## config.mk

```make
export PLATFORM = sky130hd
export DESIGN_NAME = sensor_event_sched
export DESIGN_NICKNAME = d
export VERILOG_FILES = /design/src/rtl/sensor_evt_pkg.sv /design/src/rtl/rr_pick.sv /design/src/rtl/sensor_event_sched.sv
export SDC_FILE = /design/constraint.sdc
export NUM_CORES = 1
export LEC_CHECK = 0
export CAP_MARGIN = 10
export CORE_AREA = 4 4 99 82
export CTS_BUF_LIST = sky130_fd_sc_hd__clkbuf_8
export DETAILED_ROUTE_END_ITERATION = 10
export DIE_AREA = 0 0 103 86
export GPL_TIMING_DRIVEN = 0
export HOLD_SLACK_MARGIN = 0.02
export PLACE_DENSITY_LB_ADDON = 0.2
export SETUP_SLACK_MARGIN = 0.4
export SLEW_MARGIN = 30
export SYNTH_ARGS = -nofsm -noshare
export SYNTH_HDL_FRONTEND = slang
export SYNTH_SLANG_ARGS = --single-unit
```

## constraint.sdc

```tcl
create_clock -name i_clk -period 3.2 [get_ports i_clk]
set_input_delay 0.48 -clock i_clk [delete_from_list [all_inputs] [get_ports i_clk]]
set_output_delay 0.48 -clock i_clk [all_outputs]
set_load 0.02 [all_outputs]
```

## src/rtl/sensor_evt_pkg.sv

```systemverilog
// Shared definitions for the sensor event scheduler.
// Contents: source index constants, scheduler state enum, default sizes.
package sensor_evt_pkg;

  localparam int unsigned DEF_N_SRC = 8;
  localparam int unsigned DEF_ID_W  = 3;

  localparam int unsigned SRC_AWAKING   = 0;
  localparam int unsigned SRC_TOUCHED   = 1;
  localparam int unsigned SRC_EXPECTING = 2;
  localparam int unsigned SRC_PRESSED   = 3;
  localparam int unsigned SRC_UP        = 4;
  localparam int unsigned SRC_DOWN      = 5;
  localparam int unsigned SRC_LEFT      = 6;
  localparam int unsigned SRC_RIGHT     = 7;

  typedef enum logic [1:0] {
    IDLE  = 2'd0,
    OFFER = 2'd1,
    HOLD  = 2'd2
  } sched_state_e;

endpackage

```

## src/rtl/rr_pick.sv

```systemverilog
// Combinational request picker for the sensor event scheduler.
// Default build: round-robin, first request strictly after i_last_grant (wrapping).
// With PRIORITY_FIXED_EN defined: fixed priority, lowest index wins, i_last_grant ignored.
// Ports:
//   i_req        request vector
//   i_last_grant index served most recently
//   o_grant      selected index (0 when no request)
//   o_any        at least one request present
module rr_pick
  import sensor_evt_pkg::*;
#(
  parameter int unsigned N_SRC = DEF_N_SRC,
  parameter int unsigned ID_W  = DEF_ID_W
) (
  input  logic [N_SRC-1:0] i_req,
  input  logic [ID_W-1:0]  i_last_grant,
  output logic [ID_W-1:0]  o_grant,
  output logic             o_any
);

  assign o_any = |i_req;

`ifdef PRIORITY_FIXED_EN
  logic w_unused;
  assign w_unused = ^i_last_grant;

  // Scan from the top so the lowest set index is the last one written.
  always_comb begin
    o_grant = '0;
    for (int i = int'(N_SRC) - 1; i >= 0; i--) begin
      if (i_req[ID_W'(i)]) begin
        o_grant = ID_W'(i);
      end
    end
  end
`else
  logic w_found;
  int   w_idx;

  always_comb begin
    o_grant = '0;
    w_found = 1'b0;
    w_idx   = 0;
    for (int k = 1; k <= int'(N_SRC); k++) begin
      w_idx = (int'(i_last_grant) + k) % int'(N_SRC);
      if (!w_found && i_req[ID_W'(w_idx)]) begin
        w_found = 1'b1;
        o_grant = ID_W'(w_idx);
      end
    end
  end
`endif

endmodule

```

## src/rtl/sensor_event_sched.sv

```systemverilog
// Shares the screen's single event input between the sensor event sources.
// Rising edges on each synchronised level are latched as pending requests and
// offered one at a time over valid/ready; a hold-off window follows each accept.
// Optional macro PRIORITY_FIXED_EN switches the picker from round-robin to
// fixed priority (lowest index first).
// Ports:
//   i_clk, i_rst_n  clock, asynchronous active-low reset
//   i_en            allows new offers (IDLE -> OFFER only)
//   i_src_lvl       raw sensor event levels
//   o_evt_valid     event offered, i_evt_ready accepts it
//   o_evt_id        index of the offered source
//   o_pending       latched, not-yet-accepted requests
//   o_overflow      sticky: edge arrived while that source was already pending
module sensor_event_sched
  import sensor_evt_pkg::*;
#(
  parameter int unsigned N_SRC       = DEF_N_SRC,
  parameter int unsigned ID_W        = DEF_ID_W,
  parameter int unsigned HOLDOFF_CYC = 1000000,
  parameter int unsigned CNT_W       = 20
) (
  input  logic             i_clk,
  input  logic             i_rst_n,
  input  logic             i_en,
  input  logic [N_SRC-1:0] i_src_lvl,
  output logic             o_evt_valid,
  input  logic             i_evt_ready,
  output logic [ID_W-1:0]  o_evt_id,
  output logic [N_SRC-1:0] o_pending,
  output logic             o_overflow
);

  localparam bit              HoldEn   = (HOLDOFF_CYC != 0);
  localparam logic [CNT_W-1:0] HoldLoad = HoldEn ? CNT_W'(HOLDOFF_CYC - 1) : '0;

  logic [N_SRC-1:0] r_sync1, r_sync2, r_sync3, r_edge;
  logic [N_SRC-1:0] r_pending, w_pending_nxt, w_clr;
  logic             r_overflow, w_overflow_nxt;
  sched_state_e     r_state, w_state_nxt;
  logic             r_evt_valid, w_evt_valid_nxt;
  logic [ID_W-1:0]  r_evt_id, w_evt_id_nxt;
  logic [ID_W-1:0]  r_last_grant, w_last_grant_nxt;
  logic [CNT_W-1:0] r_cnt, w_cnt_nxt;
  logic [ID_W-1:0]  w_grant;
  logic             w_any;

  rr_pick #(
    .N_SRC (N_SRC),
    .ID_W  (ID_W)
  ) u_pick (
    .i_req        (r_pending),
    .i_last_grant (r_last_grant),
    .o_grant      (w_grant),
    .o_any        (w_any)
  );

  // Set has priority over the accept-clear, so an edge landing on the accept
  // cycle of the same source re-arms it without counting as overflow.
  always_comb begin
    w_clr = '0;
    if (r_evt_valid && i_evt_ready) begin
      w_clr[r_evt_id] = 1'b1;
    end
    w_pending_nxt  = (r_pending & ~w_clr) | r_edge;
    w_overflow_nxt = r_overflow | (|(r_edge & r_pending & ~w_clr));
  end

  always_comb begin
    w_state_nxt      = r_state;
    w_evt_valid_nxt  = r_evt_valid;
    w_evt_id_nxt     = r_evt_id;
    w_last_grant_nxt = r_last_grant;
    w_cnt_nxt        = r_cnt;
    unique case (r_state)
      IDLE: begin
        if (i_en && w_any) begin
          w_evt_id_nxt    = w_grant;
          w_evt_valid_nxt = 1'b1;
          w_state_nxt     = OFFER;
        end
      end
      OFFER: begin
        // No retraction: only the accept leaves this state.
        if (i_evt_ready) begin
          w_evt_valid_nxt  = 1'b0;
          w_last_grant_nxt = r_evt_id;
          if (HoldEn) begin
            w_cnt_nxt   = HoldLoad;
            w_state_nxt = HOLD;
          end else begin
            w_state_nxt = IDLE;
          end
        end
      end
      HOLD: begin
        if (r_cnt == '0) begin
          w_state_nxt = IDLE;
        end else begin
          w_cnt_nxt = r_cnt - 1'b1;
        end
      end
      default: w_state_nxt = IDLE;
    endcase
  end

  always_ff @(posedge i_clk or negedge i_rst_n) begin
    if (!i_rst_n) begin
      r_sync1      <= '0;
      r_sync2      <= '0;
      r_sync3      <= '0;
      r_edge       <= '0;
      r_pending    <= '0;
      r_overflow   <= 1'b0;
      r_state      <= IDLE;
      r_evt_valid  <= 1'b0;
      r_evt_id     <= '0;
      r_last_grant <= ID_W'(N_SRC - 1);
      r_cnt        <= '0;
    end else begin
      r_sync1      <= i_src_lvl;
      r_sync2      <= r_sync1;
      r_sync3      <= r_sync2;
      r_edge       <= r_sync2 & ~r_sync3;
      r_pending    <= w_pending_nxt;
      r_overflow   <= w_overflow_nxt;
      r_state      <= w_state_nxt;
      r_evt_valid  <= w_evt_valid_nxt;
      r_evt_id     <= w_evt_id_nxt;
      r_last_grant <= w_last_grant_nxt;
      r_cnt        <= w_cnt_nxt;
    end
  end

  assign o_evt_valid = r_evt_valid;
  assign o_evt_id    = r_evt_id;
  assign o_pending   = r_pending;
  assign o_overflow  = r_overflow;

endmodule

```

# Yosys cells after proc, flatten, opt, wreduce, memory -nomap -nowiden
# Cells that the tools add are included.
# W data, S select, Z words.
# totals
inputBits,12
out_inout_bits,13
regBits,70
word_cells,124
# classes
muxes,52
add_sub_neg,9
n_eq_ne,6
reduce_logical,28
bitwise_logic,8
order_cmp,10
# op_table
operator,n
$lt A3 B5 Y1 const B,8
$mux W20,2
$pmux W20 S2,1
$and A8 B8 Y8,4
$mux W1,26
$bmux W1 S3,8
$mux W3,8
$logic_not A20 Y1,1
$sub A20 B1 Y20 const B,1
$not A8 Y8,2
$reduce_or A8 Y1,2
$add A3 B3 Y3 const B,4
$logic_and A1 B1 Y1,10
$reduce_and A3 Y1,3
$mux W8,1
$ne A2 B2 Y1 const B,4
$or A8 B8 Y8,1
$logic_not A1 Y1,7
$add A3 B1 Y3 const B,2
$add A3 B2 Y3 const B,2
$mux W2,3
$pmux W2 S3,1
$lt A3 B4 Y1 const B,1
$reduce_and A2 Y1,2
8 further kinds,9

# Longest topological paths before layout
# depth
word_depth,26
ltp_mapped,12
depth_no_buf,9

# By module
# From an unflattened synthesis, not the netlist that was laid out.
# unflattened
cells_unflattened,352
area_unflattened_um2,3847.4
# by_module_without_submodules
module,seq_area_each_um2,instances,area_each_um2,cells_each
sensor_event_sched,1755.4,1,2820.2,240
rr_pick,0.0,1,1027.2,112

# Least setup slack after synthesis
# Ideal clock, no wire load.
# synth_timing
kind,reg-to-reg
from,register r_last_grant[0]
to,register r_evt_id[2] (netlist: o_evt_id[2])
path_slack_ns,0.083
path_stages_with_launch,12
period_less_slack_ns,3.117
t_arrival_ns,2.998
path_cell_list,dfstp_2 > buf_6 > clkinv_1 > buf_2 > ha_1 > mux4_2 > and2_1 > a211o_1 > a221oi_1 > a2bb2oi_1 > o2bb2ai_1 > a31o_1
# synth_via
elab_chain_cells,26
elab_cells_between_ends,61
cone_classes,8 x add/sub; 39 x mux; 14 x reduce/logical
# synth_lines
element,line_no,rtl
from (decl),sensor_event_sched.sv:42,"logic [ID_W-1:0] r_last_grant, w_last_grant_nxt;"
from (signal assigned),sensor_event_sched.sv:117,r_last_grant <= ID_W'(N_SRC - 1);
from (signal assigned),sensor_event_sched.sv:129,r_last_grant <= w_last_grant_nxt;
$add A3 B1 Y3,rr_pick.sv:45,w_idx = (int'(i_last_grant) + k) % int'(N_SRC);
$bmux W1 S3,rr_pick.sv:46,if (!w_found && i_req[ID_W'(w_idx)]) begin
$mux W1 (not written as such) (2 in a row),rr_pick.sv:46,
$mux W1,rr_pick.sv:46,
$logic_not A1 Y1,rr_pick.sv:46,
$logic_and A1 B1 Y1,rr_pick.sv:46,
$mux W1,rr_pick.sv:46,
$logic_not A1 Y1,rr_pick.sv:46,
[... 9 more ...],-,
$logic_and A1 B1 Y1,rr_pick.sv:46,
$mux W1,rr_pick.sv:46,
$logic_not A1 Y1,rr_pick.sv:46,
$logic_and A1 B1 Y1,rr_pick.sv:46,
$mux W1,rr_pick.sv:46,
$logic_not A1 Y1,rr_pick.sv:46,
$logic_and A1 B1 Y1,rr_pick.sv:46,
$mux W3 (*),rr_pick.sv:46,
to (signal assigned),sensor_event_sched.sv:128,r_evt_id <= w_evt_id_nxt;
to (decl),sensor_event_sched.sv:41,"logic [ID_W-1:0] r_evt_id, w_evt_id_nxt;"
# Mark *: on every way between the ends. The rest lies on a longest branch, timed or not. The select of a mux whose other input is x is not followed.
# A chain may end at the register's enable or synchronous reset.

# Worst setup path after layout
# Ends and elaborated chain as after synthesis.

==> out/results.tsv <==
stage	metric	value	unit
clock_network	Max Root-Sink Buffers	2	
placement	Final GP Congestion	0.8508	
detailed_routing	total iterations of the first detailed-routing run	4	
logic_synthesis	mapped cell area	3865	um2
detailed_routing	final wirelength	8.403	mm
logic_synthesis	syn avg cell area	10.98	um2
floorplanning	Core Region	7217	um2
timing	period utilization	0.9103	
timing	max-slew headroom at the worst pin	0.5261	
timing	Setup Viol. Count Final	0	
power_and_ir_drop	PwrDens	871.1	nW/um2
global_route	pin count of the biggest net entering global routing	53	
placement	Cell Area, Placed	4275	um2
final_layout	design area	4601	um2
timing	RSZ-0062 raised after global routing	yes	
global_route	vias in the first global route	2924	
global_route	Global Route Usage Sum	0.2141	
setup_path	Worst path max stage delay	0.56	ns
floorplanning	Die W	103	um
power_and_ir_drop	Leak	1.754	nW
run	max-cap check violation count	0	
setup_path	CP Class	reg -> reg	
clock_network	clock root buffer	clkbuf_8	
logic_synthesis	Synth async-reset ratio	1.000	
clock_network	Clock Pin Slew Worst Setup and Hold Paths	0.09	ns
setup_path	CP Buf/Inv Count	4	
logic_synthesis	FF+latch count, synth	70	
timing	Slew @ Worst Pin	0.7082	ns
logic_synthesis	register area share after synthesis	0.4542	
setup_path	Worst setup EP type	flop	
final_layout	most frequent cells in the layout	dfrtp_1, nand2_1, nor2_1	
setup_path	crit path max fanout	4	
logic_synthesis	syn nets	368	
global_route	first-pass GRT wire length	14.54	mm
placement	Place WS	0.09257	ns
logic_synthesis	distinct cell type count after synthesis	66	
final_layout	Final Net Count	415	
logic_synthesis	YS warnings	0	
global_route	initial antenna violation count	0	
timing	setup tns final	0	ns
floorplanning	Die Height	86	um
placement	HPWL after DPL	5.932	mm
floorplanning	Initial Util	0.5355	
floorplanning	Die Footprint	8858	um2
final_layout	Area growth, synth to finish	19.04	%
detailed_routing	detail-routed via count per cell	5.937	
clock_network	Clk Latency, worst-skew pair	0.35	ns
timing	endpoints failing hold	0	
timing	Final Max Tran Viols	0	
setup_path	Crit path arrival time	3.16	ns
detailed_routing	DR WL/cell	17.01	um
final_layout	FILL cells	576	
hold_path	Hold Path Class	reg -> reg	
clock_network	clk sink count	70	
logic_synthesis	Post-Syn Instances	352	
timing	Max Clk Rate	343.3	MHz
placement	# port buffers	24	
detailed_routing	post-route ant nets	0	
global_route	gr ovfl total	0	
timing	worst hold slack	0.3506	ns
setup_path	Startpoint Class	flop	
clock_network	H-tree levels	3	
logic_synthesis	EDFF count, synth	0	
final_layout	Diodes inserted	0	
clock_network	CTS Buf Count	9	
setup_path	CP delay by family, top	multiplexers	
timing	clk_skew	0.009383	ns
detailed_routing	via count	2933	
clock_network	CTS tree	done	
floorplanning	IO Count	25	
floorplanning	num rows	28	
setup_path	Crit-path slowest cell	mux4_2	
logic_synthesis	ys flop type	dfrtp_1	
final_layout	share of cells above drive strength 1	0.1980	
setup_path	WP data required	3.45	ns
power_and_ir_drop	post-layout power	4.008	mW
detailed_routing	DR iter-0 viols	187	
timing	worst setup margin	0.2871	ns
final_layout	commonest non-fill, non-tap cell in the layout	dfrtp_1	
timing	minimum clock period	2.913	ns
power_and_ir_drop	Worst VDD drop	0.4001	mV
setup_path	cells along the critical path	buf_8, clkinv_4, buf_8, ha_4, mux4_2, buf_6, nor2b_1, mux4_2, a221oi_2, a211o_1, a31o_1	
detailed_routing	Residual DRC	0	
run_status	status	completed	
-- flip-flops by register name, indices dropped and copies added, names as in the netlist --
register and count:
o_overflow 1, r_last_grant 3, r_sync3 8, r_cnt 20, r_sync2 8, r_edge 8
r_state 2, o_evt_id 3, o_pending 8, o_evt_valid 1, r_sync1 8
-- cell usage after synthesis (3+ instances only) --
cell,instances,area share
nor2b_1,16,0.026
mux2_2,7,0.020
o22ai_1,3,0.0049
mux4_2,12,0.070
nand2_1,27,0.026
a21oi_1,7,0.0091
a211oi_1,4,0.0078
a211o_1,3,0.0068
dfstp_2,3,0.020
o211ai_1,8,0.016
xor2_1,4,0.0091
o21ai_0,13,0.017
nor2_1,25,0.024
nand4_1,5,0.0081
xnor2_1,13,0.029
buf_6,4,0.012
o31ai_1,4,0.0078
o21ai_1,5,0.0065
mux2i_1,11,0.028
or3_1,5,0.0081
dfrtp_1,67,0.43
ha_1,4,0.013
nor4_1,5,0.0081
nand3_1,7,0.0091
nand2b_1,12,0.019
nor3_1,10,0.013
clkbuf_1,10,0.0097
inv_1,12,0.012
and2_1,3,0.0049
-- logic make-up after synthesis --
kind of cell | synth area share
AND/OR/NAND/NOR | 0.1777
flip-flops | 0.4542
AO/OA/AOI/OAI | 0.1311
multiplexers | 0.1382
buffers and inverters | 0.04726
XOR/XNOR | 0.03852
adder cells (fa/ha/maj) | 0.01295
-- final cells by class --
class	count	area [um2]	share of cell area
repair buffers	36	354.1	0.07697
well taps	90	112.6	0.02448
inverters	13	57.56	0.01251
clock inverters	7	62.56	0.01360
multi-input cells	250	1983	0.4311
plain buffers	19	151.4	0.03291
clock buffers	9	123.9	0.02692
flip-flops and latches	70	1755	0.3816
-- what timing repair did --
| action | in CTS | in global routing |
|---|---|---|
| hold endpoints to repair | 16 | 0 |
| resized for setup | 9 | 3 |
| setup buffers | 9 | 1 |
| pin swaps | 8 | 6 |
| hold buffers | 1 | 0 |
| setup endpoints to repair | 3 | 7 |
-- power by group --
group / internal [mW] / leakage, nW / switching (mW)
Combinational: 1.02 / 0.870 / 1.13
Sequential: 1.02 / 0.791 / 0.154
Clock: 0.299 / 0.0931 / 0.383
-- through the flow --
| step | cells | util |
|---|---|---|
| finish | 494 | 0.6375 |
| global route | 494 | 0.6375 |
| CTS | 493 | 0.6338 |
| detailed placement | 467 | 0.5924 |
| global placement | 466 | 0.5889 |
| floorplan | 352 | - |
-- worst paths after layout --
path	start	to	slack, ns	depth (start not counted)
min reg2reg	r_sync1[0]	r_sync2[0]	0.35	0
max	r_last_grant[0]	o_evt_id[2]	0.29	11
min	r_sync1[0]	r_sync2[0]	0.35	0
max in group asynchronous	i_rst_n	r_last_grant[2]	2.08	3
max reg2reg	r_last_grant[0]	o_evt_id[2]	0.29	11
min in group asynchronous	i_rst_n	o_evt_id[2]	0.54	2
-- routing by layer --
| layer | up-vias | wire length [um] | track usage | share of wire |
|---|---|---|---|---|
| met5 | - | 0 | 0 | 0 |
| met4 | 0 | 140 | 0.07647 | 0.017 |
| met3 | 12 | 527 | 0.04228 | 0.063 |
| met2 | 85 | 3878 | 0.3162 | 0.46 |
| met1 | 1450 | 3857 | 0.3147 | 0.46 |
| li1 | 1386 | - | - | - |
No activity file was read; power rests on OpenSTA's default activity.
